### config.mk
export PLATFORM = sky130hd
export DESIGN_NAME = cache_controller_nway
export DESIGN_NICKNAME = d
export VERILOG_FILES = /design/src/rtl/cache_pkg.sv /design/src/rtl/victim_select.sv /design/src/rtl/cache_controller_nway.sv
export SDC_FILE = /design/constraint.sdc
export NUM_CORES = 1
export LEC_CHECK = 0
export ABC_AREA = 1
export BUFFER_PORTS_ARGS = -buffer_cell sky130_fd_sc_hd__buf_4
export CAP_MARGIN = 20
export CORE_UTILIZATION = 43
export CTS_CLUSTER_SIZE = 12
export DETAILED_ROUTE_END_ITERATION = 10
export GPL_TIMING_DRIVEN = 0
export PLACE_DENSITY = 0.75
export SYNTH_ARGS = -nofsm -noshare
export SYNTH_HDL_FRONTEND = slang
export SYNTH_HIERARCHICAL = 1
export SYNTH_SLANG_ARGS = --single-unit
### constraint.sdc
create_clock -name clk -period 1.3 [get_ports clk]
set_input_delay 0.065 -clock clk [delete_from_list [all_inputs] [get_ports clk]]
set_output_delay 0.065 -clock clk [all_outputs]
set_load 0.01 [all_outputs]
### src/rtl/cache_pkg.sv
// Shared definitions for the n-way cache controller: line-state codes,
// CPU request codes and the controller FSM state type.
package cache_pkg;

  // Line-state codes; anything at or above ST_INVALID is an invalid line.
  localparam logic [2:0] ST_UC      = 3'b000;
  localparam logic [2:0] ST_UD      = 3'b001;
  localparam logic [2:0] ST_SC      = 3'b010;
  localparam logic [2:0] ST_SD      = 3'b011;
  localparam logic [2:0] ST_INVALID = 3'b100;

  // CPU request codes; the remaining codes mean no task.
  localparam logic [1:0] REQ_READ  = 2'b00;
  localparam logic [1:0] REQ_WRITE = 2'b01;

  typedef enum logic [2:0] {
    StIdle,
    StLookup,
    StWriteback,
    StAllocate,
    StUpgrade
  } ctrl_state_e;

  function automatic logic line_valid(input logic [2:0] code);
    return code < ST_INVALID;
  endfunction

  function automatic logic line_dirty(input logic [2:0] code);
    return (code == ST_UD) || (code == ST_SD);
  endfunction

endpackage

### src/rtl/victim_select.sv
// Replacement victim choice: lowest-index invalid way wins, otherwise the
// round-robin pointer way, which then advances.
module victim_select #(
  parameter int NUM_WAYS = 4,
  localparam int WAY_W = $clog2(NUM_WAYS)
) (
  input  logic                clk,
  input  logic                reset,
  input  logic [NUM_WAYS-1:0] way_invalid,
  input  logic                advance,
  output logic [WAY_W-1:0]    victim
);

  logic [WAY_W-1:0] ptr_q, ptr_d;
  logic             any_invalid;

  // Priority pick of the first invalid way, falling back to the pointer.
  always_comb begin
    any_invalid = 1'b0;
    victim      = ptr_q;
    for (int i = NUM_WAYS - 1; i >= 0; i--) begin
      if (way_invalid[i]) begin
        any_invalid = 1'b1;
        victim      = WAY_W'(i);
      end
    end
  end

  // Pointer moves only when it actually supplied the victim.
  always_comb begin
    ptr_d = ptr_q;
    if (advance && !any_invalid) begin
      ptr_d = (ptr_q == WAY_W'(NUM_WAYS - 1)) ? '0 : ptr_q + 1'b1;
    end
  end

  // Round-robin pointer register.
  always_ff @(posedge clk) begin
    if (reset) ptr_q <= '0;
    else       ptr_q <= ptr_d;
  end

endmodule

### src/rtl/cache_controller_nway.sv
// N-way set-associative cache controller: hit lookup, dirty writeback,
// allocation from the interconnect and shared-to-unique upgrade over ACE.
module cache_controller_nway
  import cache_pkg::*;
#(
  parameter int WIDTH_STATE = 3,
  parameter int NUM_WAYS = 4,
  localparam int WAY_W = $clog2(NUM_WAYS)
) (
  input  logic                            clk,
  input  logic                            reset,
  input  logic [1:0]                      cpu_request,
  output logic                            cache_ready,
  output logic                            cache_complete,
  input  logic [NUM_WAYS-1:0]             way_hit,
  input  logic [NUM_WAYS*WIDTH_STATE-1:0] way_state,
  input  logic                            ace_ready,
  input  logic                            ace_resp_shared,
  output logic                            read_req,
  output logic                            write_req,
  output logic                            invalid_req,
  output logic                            write_from_cpu,
  output logic                            write_from_interconnect,
  output logic [WAY_W-1:0]                sel_way,
  output logic                            state_we,
  output logic [WIDTH_STATE-1:0]          new_state
);

  ctrl_state_e      state_q, state_d;
  logic             op_write_q, op_write_d;
  logic [WAY_W-1:0] way_q, way_d;

  logic [NUM_WAYS-1:0] way_inv, way_eff_hit;
  logic                hit;
  logic [WAY_W-1:0]    hit_way, victim;
  logic [2:0]          hit_code, victim_code;
  logic                hit_owned, lookup_miss;

  // Per-way hit qualification and lowest-index hit selection.
  always_comb begin
    way_inv     = '0;
    way_eff_hit = '0;
    hit         = 1'b0;
    hit_way     = '0;
    hit_code    = ST_INVALID;
    for (int i = 0; i < NUM_WAYS; i++) begin
      way_inv[i]     = !line_valid(3'(way_state[i*WIDTH_STATE +: WIDTH_STATE]));
      way_eff_hit[i] = way_hit[i] && !way_inv[i];
    end
    for (int i = NUM_WAYS - 1; i >= 0; i--) begin
      if (way_eff_hit[i]) begin
        hit      = 1'b1;
        hit_way  = WAY_W'(i);
        hit_code = 3'(way_state[i*WIDTH_STATE +: WIDTH_STATE]);
      end
    end
  end

  assign victim_code = 3'(way_state[int'(victim)*WIDTH_STATE +: WIDTH_STATE]);
  // Unique ownership lets a write hit complete without an upgrade.
  assign hit_owned   = (hit_code == ST_UC) || (hit_code == ST_UD);
  assign lookup_miss = (state_q == StLookup) && !hit;

  victim_select #(
    .NUM_WAYS(NUM_WAYS)
  ) u_victim_select (
    .clk        (clk),
    .reset      (reset),
    .way_invalid(way_inv),
    .advance    (lookup_miss),
    .victim     (victim)
  );

  // State, latched operation and target way registers.
  always_ff @(posedge clk) begin
    if (reset) begin
      state_q    <= StIdle;
      op_write_q <= 1'b0;
      way_q      <= '0;
    end else begin
      state_q    <= state_d;
      op_write_q <= op_write_d;
      way_q      <= way_d;
    end
  end

  // Next-state logic.
  always_comb begin
    state_d    = state_q;
    op_write_d = op_write_q;
    way_d      = way_q;
    unique case (state_q)
      StIdle: begin
        if (cpu_request == REQ_READ || cpu_request == REQ_WRITE) begin
          op_write_d = (cpu_request == REQ_WRITE);
          state_d    = StLookup;
        end
      end
      StLookup: begin
        if (hit) begin
          if (!op_write_q || hit_owned) begin
            state_d = StIdle;
          end else begin
            way_d   = hit_way;
            state_d = StUpgrade;
          end
        end else begin
          way_d   = victim;
          state_d = line_dirty(victim_code) ? StWriteback : StAllocate;
        end
      end
      StWriteback: if (ace_ready) state_d = StAllocate;
      StAllocate:  if (ace_ready) state_d = StLookup;
      StUpgrade:   if (ace_ready) state_d = StIdle;
      default:     state_d = StIdle;
    endcase
  end

  // Outputs; reset forces the idle view even before the edge lands.
  always_comb begin
    cache_ready             = 1'b0;
    cache_complete          = 1'b0;
    read_req                = 1'b0;
    write_req               = 1'b0;
    invalid_req             = 1'b0;
    write_from_cpu          = 1'b0;
    write_from_interconnect = 1'b0;
    sel_way                 = '0;
    state_we                = 1'b0;
    new_state               = '0;
    if (reset) begin
      cache_ready = 1'b1;
    end else begin
      unique case (state_q)
        StIdle: cache_ready = 1'b1;
        StLookup: begin
          sel_way = hit ? hit_way : victim;
          if (hit && !op_write_q) begin
            cache_complete = 1'b1;
            cache_ready    = 1'b1;
          end else if (hit && hit_owned) begin
            write_from_cpu = 1'b1;
            state_we       = 1'b1;
            new_state      = WIDTH_STATE'(ST_UD);
            cache_complete = 1'b1;
          end
        end
        StWriteback: begin
          write_req = 1'b1;
          sel_way   = way_q;
          if (ace_ready) begin
            state_we  = 1'b1;
            new_state = WIDTH_STATE'(ST_INVALID);
          end
        end
        StAllocate: begin
          read_req = 1'b1;
          sel_way  = way_q;
          if (ace_ready) begin
            write_from_interconnect = 1'b1;
            state_we                = 1'b1;
            new_state = ace_resp_shared ? WIDTH_STATE'(ST_SC) : WIDTH_STATE'(ST_UC);
          end
        end
        StUpgrade: begin
          invalid_req = 1'b1;
          sel_way     = way_q;
          if (ace_ready) begin
            write_from_cpu = 1'b1;
            state_we       = 1'b1;
            new_state      = WIDTH_STATE'(ST_UD);
            cache_complete = 1'b1;
          end
        end
        default: cache_ready = 1'b0;
      endcase
    end
  end

endmodule

* After elaboration in Yosys (flattened, before gate mapping)
Index checks and enable logic that the tools add are counted.
W data, S select, Z words.
** Word-level totals
- Flip-flop bits (word level) :: 8
- Bits of input ports :: 22
- Output and inout port bits :: 13
- Word-level logic and storage cells :: 110
** Cells by class
- Add/subtract/negate cells :: 1
- $mul :: 1
- Order comparisons :: 4
- Eq/ne operators :: 14
- Shifts and indexed selects :: 1
- Multiplexer cells :: 63
- Reduce and logical (&&, ||, !) cells :: 22
** Operator list (count)
- $mux W3 :: 12
- $mux W2 :: 15
- $mux W1 :: 29
- $pmux W3 S5 :: 1
- $lt A3 B3 Y1 const B :: 4
- $pmux W3 S4 :: 1
- $shiftx A12 B5 Y3 :: 1
- $ne A2 B2 Y1 const B :: 5
- $eq A3 B1 Y1 const B :: 3
- $eq A3 B2 Y1 const B :: 3
- $logic_and A1 B1 Y1 :: 8
- $pmux W1 S2 :: 4
- $logic_not A3 Y1 :: 2
- $logic_or A1 B1 Y1 :: 4
- $mul A2 B2 Y4 const B :: 1
- $pmux W2 S2 :: 1
- $reduce_and A2 Y1 :: 2
- $reduce_and A4 Y1 :: 1
- $eq A3 B3 Y1 const B :: 1
- $logic_not A1 Y1 :: 3
- $reduce_or A3 Y1 :: 1
- $add A2 B1 Y2 const B :: 1
- $eq A2 B1 Y1 const B :: 1
- $eq A2 B2 Y1 const B :: 1
- $logic_not A2 Y1 :: 1

* Longest topological paths before layout
- Word-level depth :: 13
- Depth in mapped cells :: 10
- Gate-level depth less buffers :: 10

* By module
Netlist, hierarchy kept.
** Modules (own cells, without submodules)
- cache_controller_nway :: instances 1, cells an instance 123, area each 740.7 um^2
- victim_select :: instances 1, cells an instance 22, area each 143.9 um^2

* Least setup slack after synthesis
No wires, ideal clock.
- Path type :: register to register
- Start :: register u_victim_select.ptr_q[0]
- End :: register state_q[0]
- Library setup time :: 0.115 ns
- Arrival :: 1.120 ns
- Data required time :: 1.185 ns
- Path slack :: 0.065 ns
- Cell stages (with the launch flop) :: 9
- Period minus slack after synthesis :: 1.235 ns
- Path through :: dfxtp_1 > o21bai_1 > a21oi_1 > nand3_1 > a21o_1 > nand3_1 > nand2_1 > nand2_1 > o21ai_2
** Between the ends
- Word-level cells in the longest chain between the ends :: 11
- Elaborated cells between the ends (all ways) :: 12
- Classes of those cells :: mul (1); eq/ne (2); shift (1); mux (7); reduce/logical (1)
** Ends and longest elaborated chain
- start, declared :: line victim_select.sv:14 : logic [WAY_W-1:0] ptr_q, ptr_d;
- start signal, assigned :: line victim_select.sv:40 : else ptr_q <= ptr_d;
- $mux W2 (*) (4 in a row) :: line victim_select.sv:22 : if (way_invalid[i]) begin
- net victim[0] :: line cache_controller_nway.sv:35 : logic [WAY_W-1:0] hit_way, victim;
- $mul A2 B2 Y4 (*) :: line cache_controller_nway.sv:59 : assign victim_code = 3'(way_state[int'(victim)*WIDTH_STATE +: WIDTH_STATE]);
- $shiftx A12 B5 Y3 (*) :: line cache_controller_nway.sv:59
- $eq A3 B1 Y1 / $eq A3 B2 Y1 (equally long branches) :: line cache_pkg.sv:29 : return (code == ST_UD) || (code == ST_SD);
- $logic_or A1 B1 Y1 (*) :: line cache_pkg.sv:29
- $mux W1 (*) :: line cache_controller_nway.sv:109 : state_d = line_dirty(victim_code) ? StWriteback : StAllocate;
- $mux W3 (*) :: line cache_controller_nway.sv:100 : if (hit) begin
- $pmux W3 S5 (*) :: line cache_controller_nway.sv:92 : unique case (state_q)
- end signal, assigned :: line cache_controller_nway.sv:77 : state_q <= StIdle;
- end signal, assigned :: line cache_controller_nway.sv:81 : state_q <= state_d;
- end, declared :: line cache_controller_nway.sv:29 : ctrl_state_e state_q, state_d;
Mark *: on every way through the listed nets, which the timed path passes. The rest lies on a longest branch.
A chain may end at the register's enable or synchronous reset.

* Worst setup path after layout
Ends and elaborated chain as after synthesis.

==> results.py <==
metrics = {
    "status": {
        "status": "finished, violations left",
        "failed_checks": "negative setup slack",
    },
    "route": {
        "drtIter0Drc": 33,
        "drt_pre_antenna_iters": 4,
        "ant_nets": 0,
        "route.vias.total": 1077,
        "via_per_inst": 4.87,
        "detail_route.drc_violations": 0,
        "finalWirelength_um": 2540,
        "route.detailed.wl_per_inst_um": 11.5,
    },
    "synth": {
        "sequential_to_total_area_share_from_yosys_stat": 0.181,
        "yosys_register_bits": 8,
        "yosys_warnings": 6,
        "post_synth.cell_area_avg_sq_um": 6.10,
        "synth_area_sq_um": 885,
        "synthesis.instances": 145,
        "synth.net_count": 168,
        "synth.lib_cells_used.distinct": 27,
    },
    "clock_network": {
        "cts_made_buffers": 3,
        "cts_max_level": 1,
        "postCtsHoldBufs": 0,
        "tritoncts_clock_tree": "yes",
        "worst_skew_pair.late_latency_ns": 0.27,
        "clockRootBuffer": "clkbuf_4",
        "clockBufferDepth": 2,
        "reg_clk_slew_reported_paths_ns": 0.06,
        "cts_num_sinks": 8,
    },
    "grt": {
        "grt_max_degree": 11,
        "gr-usage-all-layers": 0.220,
        "vias_in_the_first_global_route": 888,
        "grt_antenna_before_repair": 0,
        "m3_gr_usage": 0.0692,
        "busiest_layer": "met2",
        "global_routing_met2_resource_utilization": 0.386,
        "gr_util_met1": 0.271,
        "global_route_congestion_overflow_total": 0,
        "grt_first_pass_wirelength_um": 3520,
    },
    "power": {
        "leakage_uw": 0.000702,
        "max_rail_drop_vdd_uv": 776,
        "power.density_cell_area_nw_per_um2": 999,
        "report.power.total_uw": 1390,
    },
    "worst_setup_path": {
        "timing.critical_path.cells": "o21bai_1 -> a21oi_2 -> buf_4 -> nand3_1 -> a21o_1 -> nand3_2 -> nand2_1 -> nand2_1 -> o21ai_2",
        "cp-start-kind": "flop",
        "worst-endpoint-required_ns": 1.45,
        "regToRegSetupSlack_ns": -0.14,
        "worst-setup-path-type": "flop to flop",
        "max_stage_delay_ns": 0.33,
        "setup.worst_path.start": "u_victim_select/ptr_q[0]$_SDFFE_PP0P_",
        "timing.rr.end": "state_q[0]$_SDFFE_PP0P_",
        "rr_worst_depth": 9,
        "end_kind": "flop",
        "launching_point_of_the_worst_reg2reg_path": "u_victim_select/ptr_q[0]$_SDFFE_PP0P_",
        "cp.arrival_ns": 1.59,
        "worst-path-max-fanout": 3,
        "timing.critical_path.to": "state_q[0]$_SDFFE_PP0P_",
        "cell_with_the_largest_stage_delay_on_the_worst_path": "dfxtp_2",
        "crit_top_cell": "nand2_1",
    },
    "hold_path": {
        "hp-class": "input pin to flop",
    },
    "timing": {
        "hold_violation_count_in_the_final_report": 0,
        "unrepaired_setup_endpoints_after_global_routing": "true",
        "max_slew_margin": 0.637,
        "fin_crit_sh": 1.11,
        "finalClockSkew_ns": 0.00491,
        "maxClockFrequency_mhz": 695,
        "timing.final.crit_period_ns": 1.44,
        "final_critical_path_setup_slack_ns": -0.138,
        "worst_pin_slew_ns": 0.545,
        "setup_viol_count_final": 11,
        "totalNegativeSetupSlack_ns": -0.809,
        "final_max_slew_viol_count": 0,
    },
    "floorplan": {
        "die_span_in_y_um": 47.4,
        "rows": 16,
        "top_level_port_count": 35,
        "start_util": 0.456,
        "dieArea_sq_um": 2240,
        "dieWidth_um": 47.4,
        "floorplan.core_area_sq_um": 1940,
    },
    "placed_design": {
        "place.gp.congestion": 0.881,
        "port_buffers": 34,
        "hpwl_um": 1640,
        "placement.setup.worst_slack_ns": -0.0991,
    },
    "layout": {
        "final_net_count": 219,
        "fillCellCount": 160,
        "ff_latch_area_sq_um": 174,
        "multi_input_area_sq_um": 693,
        "drive_gt1_frac": 0.557,
        "syn2layout_area_growth_pct": 57.6,
        "n_antenna_cell": 0,
    },
    "run": {
        "max_cap_violations": 0,
    },
}
report_power, final:
group	leakage, uW	total (uW)	switching (uW)	internal [uW]
clock	0.0000138	202	95.4	106
combinational	0.000620	852	470	382
sequential	0.0000683	339	51.2	288
stage by stage:
step           cells  utilization  hold slack [ns]  instance area [sq um]
2_1_floorplan    145            -            0.184                    885
3_3_place_gp     206        0.604            0.356                   1170
3_5_place_dp     206        0.604            0.364                   1170
4_1_cts          220        0.689           0.0886                   1340
5_1_grt          221        0.718            0.101                   1390
6_report         221        0.718           0.0874                   1390
cells in the final DEF (no fill, tap or decap), types with 4 or more instances in the layout:
cell,n
buf_4,44
nand2_1,29
nor2_1,15
inv_1,13
inv_2,10
nor2_4,7
nand3_1,7
nand2_2,7
nand2_4,7
nor2_2,5
a21oi_2,5
nor3_1,4
nand3_2,4
flip-flops by register name, indices dropped and copies added, names as in the netlist:
register	cells
u_victim_select/ptr_q	2
op_write_q	1
way_q	2
state_q	3
cells in the mapped netlist, drive strengths merged:
| cell type | number | share of area |
|---|---|---|
| inv | 26 | 0.11 |
| clkinv | 1 | 0.0099 |
| o21ai | 6 | 0.042 |
| a21boi | 1 | 0.0085 |
| o21bai | 2 | 0.017 |
| buf | 1 | 0.0042 |
| a21oi | 8 | 0.050 |
| and3 | 1 | 0.0071 |
| o211ai | 1 | 0.0085 |
| nand3 | 12 | 0.079 |
| nand2 | 43 | 0.24 |
| ha | 1 | 0.014 |
| nor3 | 4 | 0.023 |
| nor2 | 28 | 0.19 |
| a21o | 1 | 0.0085 |
| dfxtp | 8 | 0.18 |
| and2 | 1 | 0.0071 |
final cells by class:
type | instances | share of cell area
Sequential cell | 8 | 0.125
Timing Repair Buffer | 46 | 0.253
Tap cell | 27 | 0.0242
Clock buffer | 3 | 0.0162
Inverter | 27 | 0.0817
Buffer | 1 | 0.00269
Multi-Input combinational cell | 109 | 0.497
worst min path at each step:
stage,startpoint,to,slack (ns),depth (start not counted)
CTS,reset,u_victim_select/ptr_q[1]$_SDFFE_PP0P_,0.09,4
global placement,reset,u_victim_select/ptr_q[0]$_SDFFE_PP0P_,0.36,4
detailed placement,reset,u_victim_select/ptr_q[1]$_SDFFE_PP0P_,0.36,4
floorplan,reset,new_state[2],0.18,1
global route,reset,u_victim_select/ptr_q[1]$_SDFFE_PP0P_,0.10,4
finish,cpu_request[0],op_write_q$_SDFFE_PP0P_,0.09,3
critical path: cells and delay by family, from the launching register on:
family                 cells  cell delay (ns)
AND/OR/NAND/NOR            4             0.32
flip-flops                 1             0.33
buffers and inverters      1             0.15
AO/OA/AOI/OAI              4             0.53
layer usage:
layer / wire [um] / vias up
met5: 0 / -
met4: 30 / 0
met3: 94 / 4
met2: 1330 / 22
met1: 1090 / 498
li1: - / 553
logic make-up after synthesis:
group,after synthesis,share of synthesized area
AND/OR/NAND/NOR,89,0.546
buffers and inverters,28,0.124
AO/OA/AOI/OAI,19,0.134
flip-flops,8,0.181
adder cells (fa/ha/maj),1,0.0141
timing repair:
item | CTS | global route
gates resized for setup | 22 | 18
endpoints found under the setup margin | 9 | 13
setup buffers | 11 | 4
pin swaps | 9 | 20
Power figures use the tool's default switching activity.
